<file path="src/rtl/stack_cpu_pkg.sv">
// Shared encodings for the 8-bit stack-machine CPU: opcodes, ALU operations,
// datapath mux selects, control-word layout and controller state encoding.
package stack_cpu_pkg;

    // Opcodes carried in IR[7:5]
    localparam logic [2:0] OPC_ADD  = 3'b000;
    localparam logic [2:0] OPC_SUB  = 3'b001;
    localparam logic [2:0] OPC_AND  = 3'b010;
    localparam logic [2:0] OPC_NOT  = 3'b011;
    localparam logic [2:0] OPC_PUSH = 3'b100;
    localparam logic [2:0] OPC_POP  = 3'b101;
    localparam logic [2:0] OPC_JMP  = 3'b110;
    localparam logic [2:0] OPC_JZ   = 3'b111;

    // ALU operations; the ALU opcodes equal opc[1:0] of the ALU instructions
    localparam logic [1:0] ALU_ADD  = 2'b00;
    localparam logic [1:0] ALU_SUB  = 2'b01;
    localparam logic [1:0] ALU_AND  = 2'b10;
    localparam logic [1:0] ALU_NOTA = 2'b11;

    // SrcA select
    localparam logic [1:0] S1_A     = 2'd0;
    localparam logic [1:0] S1_PC    = 2'd1;
    localparam logic [1:0] S1_OLDPC = 2'd2;

    // SrcB select
    localparam logic [1:0] S2_B     = 2'd0;
    localparam logic [1:0] S2_ONE   = 2'd1;
    localparam logic [1:0] S2_BUS5  = 2'd2;

    // bus5 select
    localparam logic [1:0] B5_IR     = 2'd0;
    localparam logic [1:0] B5_ALUREG = 2'd1;
    localparam logic [1:0] B5_ALURES = 2'd2;

    // bus8 select
    localparam logic [1:0] B8_RDATA  = 2'd0;
    localparam logic [1:0] B8_STACK  = 2'd1;
    localparam logic [1:0] B8_ALURES = 2'd2;

    // Controller state encoding; FETCH must stay 0 (visible on state_dbg in reset)
    typedef enum logic [3:0] {
        ST_FETCH  = 4'd0,
        ST_DECODE = 4'd1,
        ST_POP_B  = 4'd2,
        ST_POP_A  = 4'd3,
        ST_ALU_WB = 4'd4,
        ST_PUSH_M = 4'd5,
        ST_POP_M  = 4'd6,
        ST_JUMP   = 4'd7,
        ST_JZ     = 4'd8
    } state_t;

    // Full control word driven to the datapath
    typedef struct packed {
        logic       push;
        logic       pop;
        logic       ir_write;
        logic       en2;
        logic       en3;
        logic       write_en;
        logic       pc_write;
        logic       old_pc_write;
        logic       adr_src;
        logic [1:0] s1;
        logic [1:0] s2;
        logic [1:0] bus5_src;
        logic [1:0] bus8_src;
        logic [1:0] alu_control;
        logic       instr_done;
    } ctl_t;

    // ALU-class instructions that consume two stack operands
    function automatic logic is_binary_alu(input logic [2:0] opc);
        return (opc == OPC_ADD) || (opc == OPC_SUB) || (opc == OPC_AND);
    endfunction

endpackage

</file>
<file path="src/rtl/stack_ctrl_fsm_if.sv">
// Control/status bundle between the stack-CPU controller and its datapath.
interface stack_ctrl_fsm_if;
    logic [2:0] opc;
    logic       Zero;
    logic       push;
    logic       pop;
    logic       IR_write;
    logic       en2;
    logic       en3;
    logic       write_en;
    logic       pc_write;
    logic       old_pc_write;
    logic       adr_src;
    logic [1:0] s1;
    logic [1:0] s2;
    logic [1:0] bus5_src;
    logic [1:0] bus8_src;
    logic [1:0] ALU_control;
    logic       instr_done;
    logic [3:0] state_dbg;

    // Controller side
    modport master (
        input  opc, Zero,
        output push, pop, IR_write, en2, en3, write_en, pc_write, old_pc_write,
               adr_src, s1, s2, bus5_src, bus8_src, ALU_control, instr_done, state_dbg
    );

    // Datapath side
    modport slave (
        output opc, Zero,
        input  push, pop, IR_write, en2, en3, write_en, pc_write, old_pc_write,
               adr_src, s1, s2, bus5_src, bus8_src, ALU_control, instr_done, state_dbg
    );
endinterface

</file>
<file path="src/rtl/stack_ctrl_fsm.sv">
// Multicycle controller for the 8-bit stack machine: fetch, decode, execute
// and write-back of one instruction at a time.
module stack_ctrl_fsm
    import stack_cpu_pkg::*;
(
    input  logic             clk,
    input  logic             reset,
    stack_ctrl_fsm_if.master bus
);

    state_t r_state;
    state_t w_next_state;
    ctl_t   w_ctl;

    // State register, asynchronously returned to FETCH
    always_ff @(posedge clk or posedge reset) begin
        if (reset) begin
            r_state <= ST_FETCH;
        end else begin
            r_state <= w_next_state;
        end
    end

    // Next-state selection
    always_comb begin
        w_next_state = ST_FETCH;
        case (r_state)
            ST_FETCH:  w_next_state = ST_DECODE;
            ST_DECODE: begin
                case (bus.opc)
                    OPC_ADD, OPC_SUB, OPC_AND: w_next_state = ST_POP_B;
                    OPC_NOT:                   w_next_state = ST_POP_A;
                    OPC_PUSH:                  w_next_state = ST_PUSH_M;
                    OPC_POP:                   w_next_state = ST_POP_M;
                    OPC_JMP:                   w_next_state = ST_JUMP;
                    default:                   w_next_state = ST_JZ;
                endcase
            end
            ST_POP_B:  w_next_state = ST_POP_A;
            ST_POP_A:  w_next_state = ST_ALU_WB;
            default:   w_next_state = ST_FETCH;
        endcase
    end

    // Control-word decode from state (plus Zero in JZ); all zero while in reset
    always_comb begin
        w_ctl = '0;
        if (!reset) begin
            case (r_state)
                ST_FETCH: begin
                    w_ctl.adr_src      = 1'b0;
                    w_ctl.bus8_src     = B8_RDATA;
                    w_ctl.ir_write     = 1'b1;
                    w_ctl.s1           = S1_PC;
                    w_ctl.s2           = S2_ONE;
                    w_ctl.alu_control  = ALU_ADD;
                    w_ctl.bus5_src     = B5_ALURES;
                    w_ctl.pc_write     = 1'b1;
                    w_ctl.old_pc_write = 1'b1;
                end
                ST_POP_B: begin
                    w_ctl.bus8_src = B8_STACK;
                    w_ctl.en2      = 1'b1;
                    w_ctl.pop      = 1'b1;
                end
                ST_POP_A: begin
                    w_ctl.bus8_src = B8_STACK;
                    w_ctl.en3      = 1'b1;
                    w_ctl.pop      = 1'b1;
                end
                ST_ALU_WB: begin
                    w_ctl.s1          = S1_A;
                    w_ctl.s2          = S2_B;
                    w_ctl.alu_control = bus.opc[1:0];
                    w_ctl.bus8_src    = B8_ALURES;
                    w_ctl.push        = 1'b1;
                    w_ctl.instr_done  = 1'b1;
                end
                ST_PUSH_M: begin
                    w_ctl.adr_src    = 1'b1;
                    w_ctl.bus5_src   = B5_IR;
                    w_ctl.bus8_src   = B8_RDATA;
                    w_ctl.push       = 1'b1;
                    w_ctl.instr_done = 1'b1;
                end
                ST_POP_M: begin
                    w_ctl.adr_src    = 1'b1;
                    w_ctl.bus5_src   = B5_IR;
                    w_ctl.bus8_src   = B8_STACK;
                    w_ctl.write_en   = 1'b1;
                    w_ctl.pop        = 1'b1;
                    w_ctl.instr_done = 1'b1;
                end
                ST_JUMP: begin
                    w_ctl.bus5_src   = B5_IR;
                    w_ctl.pc_write   = 1'b1;
                    w_ctl.instr_done = 1'b1;
                end
                ST_JZ: begin
                    w_ctl.bus5_src   = B5_IR;
                    w_ctl.pc_write   = bus.Zero;
                    w_ctl.instr_done = 1'b1;
                end
                default: w_ctl = '0;
            endcase
        end
    end

    assign bus.push         = w_ctl.push;
    assign bus.pop          = w_ctl.pop;
    assign bus.IR_write     = w_ctl.ir_write;
    assign bus.en2          = w_ctl.en2;
    assign bus.en3          = w_ctl.en3;
    assign bus.write_en     = w_ctl.write_en;
    assign bus.pc_write     = w_ctl.pc_write;
    assign bus.old_pc_write = w_ctl.old_pc_write;
    assign bus.adr_src      = w_ctl.adr_src;
    assign bus.s1           = w_ctl.s1;
    assign bus.s2           = w_ctl.s2;
    assign bus.bus5_src     = w_ctl.bus5_src;
    assign bus.bus8_src     = w_ctl.bus8_src;
    assign bus.ALU_control  = w_ctl.alu_control;
    assign bus.instr_done   = w_ctl.instr_done;
    assign bus.state_dbg    = reset ? 4'd0 : r_state;

endmodule

</file>
<file path="src/flat_wrapper.sv">
// flat-port wrapper written by rule: the top's interface ports become plain ports
module stack_ctrl_fsm_flat import stack_cpu_pkg::*;
  (clk, reset, bus_opc, bus_Zero, bus_push, bus_pop, bus_IR_write, bus_en2, bus_en3, bus_write_en, bus_pc_write, bus_old_pc_write, bus_adr_src, bus_s1, bus_s2, bus_bus5_src, bus_bus8_src, bus_ALU_control, bus_instr_done, bus_state_dbg);
  stack_ctrl_fsm_if bus_i ();
  input  logic clk;
  input  logic reset;
  input wire logic [$bits(bus_i.opc)-1:0] bus_opc;
  input wire logic [$bits(bus_i.Zero)-1:0] bus_Zero;
  output wire logic [$bits(bus_i.push)-1:0] bus_push;
  output wire logic [$bits(bus_i.pop)-1:0] bus_pop;
  output wire logic [$bits(bus_i.IR_write)-1:0] bus_IR_write;
  output wire logic [$bits(bus_i.en2)-1:0] bus_en2;
  output wire logic [$bits(bus_i.en3)-1:0] bus_en3;
  output wire logic [$bits(bus_i.write_en)-1:0] bus_write_en;
  output wire logic [$bits(bus_i.pc_write)-1:0] bus_pc_write;
  output wire logic [$bits(bus_i.old_pc_write)-1:0] bus_old_pc_write;
  output wire logic [$bits(bus_i.adr_src)-1:0] bus_adr_src;
  output wire logic [$bits(bus_i.s1)-1:0] bus_s1;
  output wire logic [$bits(bus_i.s2)-1:0] bus_s2;
  output wire logic [$bits(bus_i.bus5_src)-1:0] bus_bus5_src;
  output wire logic [$bits(bus_i.bus8_src)-1:0] bus_bus8_src;
  output wire logic [$bits(bus_i.ALU_control)-1:0] bus_ALU_control;
  output wire logic [$bits(bus_i.instr_done)-1:0] bus_instr_done;
  output wire logic [$bits(bus_i.state_dbg)-1:0] bus_state_dbg;
  assign bus_i.opc = bus_opc;
  assign bus_i.Zero = bus_Zero;
  assign bus_push = bus_i.push;
  assign bus_pop = bus_i.pop;
  assign bus_IR_write = bus_i.IR_write;
  assign bus_en2 = bus_i.en2;
  assign bus_en3 = bus_i.en3;
  assign bus_write_en = bus_i.write_en;
  assign bus_pc_write = bus_i.pc_write;
  assign bus_old_pc_write = bus_i.old_pc_write;
  assign bus_adr_src = bus_i.adr_src;
  assign bus_s1 = bus_i.s1;
  assign bus_s2 = bus_i.s2;
  assign bus_bus5_src = bus_i.bus5_src;
  assign bus_bus8_src = bus_i.bus8_src;
  assign bus_ALU_control = bus_i.ALU_control;
  assign bus_instr_done = bus_i.instr_done;
  assign bus_state_dbg = bus_i.state_dbg;
  stack_ctrl_fsm u_core (.clk(clk), .reset(reset), .bus(bus_i));
endmodule
</file>
<file path="config.mk">
export PLATFORM = sky130hd
export DESIGN_NAME = stack_ctrl_fsm_flat
export DESIGN_NICKNAME = d
export VERILOG_FILES = /design/src/rtl/stack_cpu_pkg.sv /design/src/rtl/stack_ctrl_fsm_if.sv /design/src/rtl/stack_ctrl_fsm.sv /design/src/flat_wrapper.sv
export SDC_FILE = /design/constraint.sdc
export NUM_CORES = 1
export LEC_CHECK = 0
export ABC_AREA = 0
export BUFFER_PORTS_ARGS = -buffer_cell sky130_fd_sc_hd__buf_4
export CORE_MARGIN = 3
export CORE_UTILIZATION = 25
export CTS_BUF_LIST = sky130_fd_sc_hd__clkbuf_8
export CTS_CLUSTER_SIZE = 24
export DETAILED_ROUTE_END_ITERATION = 10
export GPL_ROUTABILITY_DRIVEN = 1
export MAX_ROUTING_LAYER = met4
export RECOVER_POWER = 25
export SLEW_MARGIN = 15
export SYNTH_ARGS = -nofsm -noshare
export SYNTH_HDL_FRONTEND = slang
export SYNTH_SLANG_ARGS = --single-unit
export TNS_END_PERCENT = 10
</file>
<file path="constraint.sdc">
create_clock -name clk -period 1.8 [get_ports clk]
set_input_delay 0.45 -clock clk [delete_from_list [all_inputs] [get_ports clk]]
set_output_delay 0.45 -clock clk [all_outputs]
set_load 0.005 [all_outputs]
</file>
==> results.cfg <==
[grt]
grt_pass1_vias = 433
gr-total-overflow = 0
gr-usage-all-layers = 0.108
antenna_found_initial = 0
grt_start_max_net_pins = 12
grt_pass1_wl_mm = 1.94

[timing]
post-route-min-period_ns = 1.85
fin_crit_sh = 1.03
setup_tns_ns = -0.120
hold_violations = 0
layout_setup_ws_ns = -0.0483
rsz0062_at_grt = yes
final_max_slew_viol_count = 0
max_freq_mhz = 541
setup_viol = 7
skew_ns = 0.00217

[synthesis]
synth_ff_type = dfrtp_1
synth.most_common_cell = buf_4
synth_top_area_share = 0.223
synth_area_sq_um = 449
async_flop_share = 1.00
syn_inst = 54
synth_area_leaders = dfrtp_1, buf_4, nor3_1, nor2b_1, nand4b_1
yosysWarnings = 0
yosysSeqAreaShare = 0.223
ys_ff_latch = 4
syn_avg_cell_area_sq_um = 8.32
synth_edf_count = 0
synth_top_cell_by_area = dfrtp_1
synth_commonest_cells = buf_4, nor3_1, dfrtp_1, nor2b_1
synth.distinct_cells = 28

[setup_path]
cp-startpoint = u_core.r_state[0]
reg2reg_slack_ns = 0.63
cp.arrival_ns = 1.40
critPathKind = reg -> out
ff2ff_path_depth = 3
startpoint_type = register
path_max_fanout = 4
r2r_end = u_core.r_state[1]
r2r-start = u_core.r_state[1]
cp_data_required_time_ns = 1.35
critPathCaptureType = primary output

[run]
maxCapViolations = 0

[clock_network]
clock-sinks = 4
cts_tree = built
cts_made_buffers = 3
htree_levels = 1
clk_path_buf_depth = 2
path_clk_slew_ns = 0.03
insertion_delay_ns = 0.22
cts-root-buf = clkbuf_8

[cells_and_area]
regMostFlops = u_core.r_state
fin_nets = 90
diodes = 0
drive_gt1_frac = 0.634
syn_to_final_growth_pct = 68.2
seq_area_sq_um = 104
stdcell_count = 106
multi_input_area_sq_um = 314
reg_top3 = u_core.r_state (4)
fillers = 164
largest_reg_flops = 4

[placed_design]
dp.cells = 100
gp_congestion = 0.774
dp_hpwl_um = 884
io_buffers = 26
place_ws_ns = 0.0405

[floorplanning]
start_util = 0.282
top_level_ports = 30
die_h_um = 48.4
dieWidth_um = 48.4
placementRows = 14
fp.coreArea_sq_um = 1590
dieArea_sq_um = 2340

[drt]
routed_via_density = 4.47
drt-pass1-iter-count = 3
vias = 474
route.detailed.drc = 0
wirelength_mm = 1.23
wire_per_inst_um = 11.6
drt_iter0_drc = 7
drtAntennaViolNets = 0

[run_status]
status = complete, but fails checks
failed_checks = negative setup slack

[power]
fin_total_pwr_w = 0.00108
p_leak_nw = 0.353
p_per_area_nw_per_um2 = 1430
max-vdd-ir-drop_uv = 775

[min_path]
hp-class = in -> async
==> final cells by class <==
class | count | share of cell area
Clock buffer | 3 | 0.0546
Inverter | 2 | 0.00993
Multi-Input combinational cell | 39 | 0.416
Sequential cell | 4 | 0.137
Tap cell | 24 | 0.0397
Timing Repair Buffer | 34 | 0.343
==> timing repair <==
item | 4_1_cts | 5_1_grt
buffers inserted | 3 | 0
gates cloned | 0 | 0
endpoints found under the setup margin | 14 | 16
pin swaps | 2 | 3
hold buffers | 0 | 0
gates resized for setup | 7 | 6
==> layer usage <==
| layer | up-vias | global-route usage | share of wire |
|---|---|---|---|
| li1 | 238 | - | - |
| met1 | 213 | 0.124 | 0.43 |
| met2 | 23 | 0.172 | 0.48 |
| met3 | 0 | 0.0491 | 0.089 |
| met4 | 0 | 0.0284 | 0 |
| met5 | - | - | 0 |
==> power breakdown <==
group | total (W) | switching [W] | internal [W]
clock network | 0.000187 | 0.0000448 | 0.000142
logic | 0.000709 | 0.000296 | 0.000413
registers | 0.000183 | 0.0000526 | 0.000131
==> placed cells by master, fill, tap and decap left out, drive strengths merged <==
cell type  count
or4b           1
o21ba          1
a311oi         1
inv            2
nor2           2
dfrtp          4
o32ai          1
conb           3
xnor2          2
buf           34
nor3           6
a21boi         1
clkbuf         3
a21oi          1
nor4b          2
or2            3
nand3b         1
nand2b         2
nor2b          4
a211o          1
or3b           1
a211oi         1
or2b           2
nand4b         2
a31oi          1
==> worst max path at each step <==
stage	to	slack, ns	depth (start not counted)
floorplan	bus_bus5_src[1]	0.002	4
global placement	bus_bus8_src[0]	0.06	4
detailed placement	bus_bus8_src[0]	0.04	4
CTS	bus_instr_done	-0.05	3
global route	bus_bus8_src[0]	-0.11	3
finish	bus_instr_done	-0.05	3
==> per-stage QoR <==
step / area (sq um) / utilization / hold slack [ns]
after floorplan: 457 / - / 0.440
after global placement: 639 / 0.401 / 0.536
after detailed placement: 639 / 0.401 / 0.544
after CTS: 723 / 0.454 / 0.320
after global routing: 756 / 0.474 / 0.358
final: 756 / 0.474 / 0.342
==> logic make-up after synthesis <==
group	Yosys count	synth area share
and+or+nand+nor	26	0.387
buffers and inverters	13	0.195
AOI/OAI and AO/OA	8	0.148
DFF	4	0.223
xor gates and xnor gates	2	0.0390
other	1	0.00835
==> critical path, cell delays in order (launching register included) <==
cell	delay, ns
dfrtp_2	0.41
or4b_4	0.53
a21oi_2	0.12
buf_4	0.11
Note: power is estimated with default switching activity, not from simulation.
